### src/rtl/rr_arbiter_pkg.sv
// Shared types and constants for the round-robin arbiter.
// Holds the FSM state encoding and the default requester count.
package rr_arbiter_pkg;

    localparam int N_DEFAULT = 8;

    typedef enum logic {
        IDLE = 1'b0,
        BUSY = 1'b1
    } state_t;

endpackage

### src/rtl/rr_arbiter_if.sv
// Request/grant bundle between the requesters and the arbiter.
// Ports: req, done (requester side) / grant, gnt_valid (arbiter side).
import rr_arbiter_pkg::*;

interface rr_arbiter_if #(
    parameter int N = N_DEFAULT
);

    logic [N-1:0] req;
    logic         done;
    logic [N-1:0] grant;
    logic         gnt_valid;

    modport master (
        output req,
        output done,
        input  grant,
        input  gnt_valid
    );

    modport slave (
        input  req,
        input  done,
        output grant,
        output gnt_valid
    );

endinterface

### src/rtl/rr_pick.sv
// Combinational wrap-around search: first set req bit at or above ptr.
// Ports: req, ptr in; onehot, idx, any out.
import rr_arbiter_pkg::*;

module rr_pick #(
    parameter int N = N_DEFAULT,
    parameter int W = $clog2(N)
) (
    input  logic [N-1:0] req,
    input  logic [W-1:0] ptr,
    output logic [N-1:0] onehot,
    output logic [W-1:0] idx,
    output logic         any
);

    logic found;

    // k is reduced modulo N by a single subtract, so the wrap is
    // exact for non-power-of-two N.
    always_comb begin
        found = 1'b0;
        idx   = '0;
        for (int i = 0; i < N; i++) begin
            int k;
            k = int'(ptr) + i;
            if (k >= N) k = k - N;
            if (!found && req[k]) begin
                found = 1'b1;
                idx   = W'(k);
            end
        end
    end

    assign any    = found;
    assign onehot = found ? (N'(1) << idx) : '0;

endmodule

### src/rtl/rr_arbiter.sv
// Round-robin arbiter with registered one-hot grant held until release.
// Ports: clk, rst_n (async, active-low); bus (slave: req, done, grant, gnt_valid).
import rr_arbiter_pkg::*;

module rr_arbiter #(
    parameter int N = N_DEFAULT
) (
    input  logic         clk,
    input  logic         rst_n,
    rr_arbiter_if.slave  bus
);

    localparam int W = $clog2(N);

    state_t       state_q, state_d;
    logic [W-1:0] ptr_q, ptr_d;
    logic [W-1:0] hold_q, hold_d;
    logic [N-1:0] grant_q, grant_d;
    logic         valid_q, valid_d;

    logic [N-1:0] pick_oh;
    logic [W-1:0] pick_idx;
    logic         pick_any;
    logic         release_now;

    rr_pick #(
        .N (N),
        .W (W)
    ) u_pick (
        .req    (bus.req),
        .ptr    (ptr_q),
        .onehot (pick_oh),
        .idx    (pick_idx),
        .any    (pick_any)
    );

    // Holder finishes, or simply stops asking.
    assign release_now = bus.done || !bus.req[hold_q];

    always_ff @(posedge clk or negedge rst_n) begin
        if (!rst_n) begin
            state_q <= IDLE;
            ptr_q   <= '0;
            hold_q  <= '0;
            grant_q <= '0;
            valid_q <= 1'b0;
        end else begin
            state_q <= state_d;
            ptr_q   <= ptr_d;
            hold_q  <= hold_d;
            grant_q <= grant_d;
            valid_q <= valid_d;
        end
    end

    always_comb begin
        state_d = state_q;
        unique case (state_q)
            IDLE:    if (pick_any) state_d = BUSY;
            BUSY:    if (release_now) state_d = IDLE;
            default: state_d = IDLE;
        endcase
    end

    // A release always lands in IDLE, so the next grant is at least
    // one cycle later and uses the advanced pointer.
    always_comb begin
        ptr_d   = ptr_q;
        hold_d  = hold_q;
        grant_d = grant_q;
        valid_d = valid_q;
        unique case (state_q)
            IDLE: begin
                if (pick_any) begin
                    grant_d = pick_oh;
                    hold_d  = pick_idx;
                    valid_d = 1'b1;
                end
            end
            BUSY: begin
                if (release_now) begin
                    grant_d = '0;
                    valid_d = 1'b0;
                    if (hold_q == W'(N - 1)) ptr_d = '0;
                    else                      ptr_d = hold_q + W'(1);
                end
            end
            default: begin
                grant_d = '0;
                valid_d = 1'b0;
            end
        endcase
    end

    assign bus.grant     = grant_q;
    assign bus.gnt_valid = valid_q;

endmodule
### src/flat_wrapper.sv
// flat-port wrapper written by rule: the top's interface ports become plain ports
module rr_arbiter_flat 
#(
    parameter int N = N_DEFAULT
)
  (clk, rst_n, bus_req, bus_done, bus_grant, bus_gnt_valid);
  rr_arbiter_if #(.N(N)) bus_i ();
  input  logic clk;
  input  logic rst_n;
  input wire logic [$bits(bus_i.req)-1:0] bus_req;
  input wire logic [$bits(bus_i.done)-1:0] bus_done;
  output wire logic [$bits(bus_i.grant)-1:0] bus_grant;
  output wire logic [$bits(bus_i.gnt_valid)-1:0] bus_gnt_valid;
  assign bus_i.req = bus_req;
  assign bus_i.done = bus_done;
  assign bus_grant = bus_i.grant;
  assign bus_gnt_valid = bus_i.gnt_valid;
  rr_arbiter #(.N(N)) u_core (.clk(clk), .rst_n(rst_n), .bus(bus_i));
endmodule
### config.mk
export PLATFORM = sky130hd
export DESIGN_NAME = rr_arbiter_flat
export DESIGN_NICKNAME = d
export VERILOG_FILES = /design/src/rtl/rr_arbiter_pkg.sv /design/src/rtl/rr_arbiter_if.sv /design/src/rtl/rr_pick.sv /design/src/rtl/rr_arbiter.sv /design/src/flat_wrapper.sv
export SDC_FILE = /design/constraint.sdc
export NUM_CORES = 1
export LEC_CHECK = 0
export CAP_MARGIN = 10
export CORE_ASPECT_RATIO = 1.75
export CORE_UTILIZATION = 57
export CTS_CLUSTER_SIZE = 25
export DETAILED_ROUTE_END_ITERATION = 8
export DONT_BUFFER_PORTS = 1
export PLACE_DENSITY_LB_ADDON = 0.12
export REMOVE_ABC_BUFFERS = 1
export SLEW_MARGIN = 20
export SYNTH_ARGS = -nofsm -noshare
export SYNTH_HDL_FRONTEND = slang
export SYNTH_SLANG_ARGS = --single-unit
### constraint.sdc
create_clock -name clk -period 3.4 [get_ports clk]
set_input_delay 0.68 -clock clk [delete_from_list [all_inputs] [get_ports clk]]
set_output_delay 0.68 -clock clk [all_outputs]
set_load 0.01 [all_outputs]
==> qor.txt <==
Multi-input gate area = 1170 sq um
startpoint types = flip-flop
DIE AREA = 3100 sq um
Die Ht = 72.9 um
RSZ-0062 raised after global routing = no
#FFs+latches synth = 16
R2R setup slack = 210 ps
ANT cells = 0
HP Class = primary input to asynchronous set/reset pin
status = complete, no violations
commonest cells in the netlist = dfrtp_1 (16), nand2_1 (12), mux2i_1 (9), a32o_1 (8)
Fillers = 242
Worst-path clk slew = 60 ps
sequential area share after synthesis = 0.245
most frequent cell after synthesis = dfrtp_1
GPL Wtd Cong = 0.870
Final Util = 0.623
GRT Util Overall = 0.263
Avg WL per Cell = 22.1 um
Post-synth EDFFs = 0
Post-synth ARST share = 1.00
H-tree levels = 1
Yosys top cell area share = 0.245
I/O Buffers = 0
Chip Width = 42.5 um
R2R Path Start = u_core.ptr_q[1]$_DFFE_PN0P_
drt first-iter violations = 60
total number of vias = 1275
Crit path buffers/inverters = 1
CTS Buffer Depth = 2
routed wire length = 3780 um
Synth cell types = 54
delay-heaviest family, CP = multiplexers
core area = 2720 sq um
Slew HR = 0.529
post-cts resize count = 0
Fmax = 313 MHz
vias in the first global route = 1322
largest net degree at the start of global routing = 20
mapped cell area = 1640 sq um
CTS root buf = clkbuf_8
DP Wirelength = 2970 um
DR WL met3 = 118 um
slowest cell on the critical path = nor3_1
Avg Inst Size Synth = 11.4 sq um
proportion of layout cells with a drive suffix above 1 = 0.271
Tcrit/Tclk final = 0.939
Setup crit end kind = flip-flop
max layer used = met4
final setup fails = 0
Worst EP required = 3590 ps
DR WL met2 = 2120 um
skew final = 1.56 ps
synthesized instance count = 143
postcts setup bufs = 0
FF/Latch Area = 400 sq um
clk_lat worst skew = 250 ps
PnR worst setup slack = 206 ps
initial core utilization = 0.601
RR Endpoint = u_core.bus.grant[0]$_DFFE_PN0P_
I/O pin total = 20
CTS buffer count = 3
maxcap violations = 0
ANT nets after route = 0
CP max FO = 7
CP Cell Sequence = inv_1, ha_1, mux2_2, mux4_2, nor4_4, a311oi_2, nor3_1, a32o_1
DP Worst Slack = 204 ps
Rows = 25
Nets = 160
initial antenna violation count = 0
R2R cell count = 8
Final Hold Fails = 0
TritonRoute pass-1 iters = 4
CTS tree = built
area delta synth->final = 3.59%
largest area contributor in the netlist = dfrtp_1
first-pass GRT wire length = 6260 um
final slew viol count = 0
Routed met1 length = 1470 um
remaining global-route overflow = 0
Final Critical Period = 3190 ps
Synth Warn # = 0
Crit Path Class = flip-flop to flip-flop
WP data arrival = 3380 ps
DRC errors left = 0
vias per cell = 7.46
top cells by area, synth = dfrtp_1 (24%), mux4_1 (9.6%), mux4_2 (9.6%)
CTS sink count = 16
ys flop type = dfrtp_1
Worst path max stage delay = 600 ps
Tightest Pin Transition = 701 ps
Post-CTS Hold Buffers = 0
[cells in the final DEF (no fill, tap or decap), types with 2 or more instances in the layout]
cell type,n
mux2i_4,2
nand3_1,2
and2_2,2
nor2b_1,4
o22ai_1,2
nand4_1,2
xor2_1,2
dfrtp_1,16
o21ai_0,4
mux4_2,7
ha_1,4
o21ai_1,5
buf_4,3
mux2_2,6
a21oi_1,4
a32o_1,8
clkbuf_8,4
mux4_1,6
nand2_1,12
nor2_1,7
inv_1,2
mux2i_1,9
[kinds of logic after synthesis]
group,count (synthesis),share of synthesized area
xor+xnor,2,0.0107
simple gates,41,0.151
fa+ha+maj,4,0.0306
flops,16,0.245
buf+inv,9,0.0390
compound gates,40,0.199
mux,31,0.326
[how the worst max path moves through the flow]
stage                                start                         endpoint  slack, ps  depth (start not counted)
2_1_floorplan  u_core.ptr_q[0]$_DFFE_PN0P_  u_core.bus.grant[0]$_DFFE_PN0P_       -110                          9
3_5_place_dp   u_core.ptr_q[0]$_DFFE_PN0P_  u_core.bus.grant[3]$_DFFE_PN0P_        200                          8
4_1_cts        u_core.ptr_q[0]$_DFFE_PN0P_  u_core.bus.grant[3]$_DFFE_PN0P_        200                          8
6_report       u_core.ptr_q[1]$_DFFE_PN0P_  u_core.bus.grant[0]$_DFFE_PN0P_        210                          8
5_1_grt        u_core.ptr_q[0]$_DFFE_PN0P_  u_core.bus.grant[3]$_DFFE_PN0P_         30                          8
3_3_place_gp   u_core.ptr_q[1]$_DFFE_PN0P_  u_core.bus.grant[0]$_DFFE_PN0P_        250                          8
[cell type report]
cell class / instances / area share
flip-flops and latches: 16 / 0.236
multi-input cells: 118 / 0.692
inverters: 3 / 0.00664
repair buffers: 3 / 0.0133
well taps: 27 / 0.0199
clock buffers: 4 / 0.0325
[metal layers]
metal	track usage	vias to the layer above
met2	0.485	27
met5	0	-
met3	0.0223	6
li1	-	590
met1	0.313	652
met4	0.0972	0
[per-stage QoR]
step                hold WS (ps)  std cells  TNS, ps  instance area [sq um]
CTS                          116        171        0                   1700
floorplan                    384        137     -762                   1580
global placement             385        167        0                   1640
global route                 110        171        0                   1700
finish                       119        171        0                   1700
detailed placement           385        167        0                   1640
[registers in the layout, indices dropped and copies added (netlist names)]
name,cells
u_core.hold_q,3
u_core.bus.gnt_valid,1
u_core.state_q,1
u_core.bus.grant,8
u_core.ptr_q,3
Power is left out: the tool's default activity adds up to more than one toggle a clock period on the data nets, which glitch-free logic cannot reach.
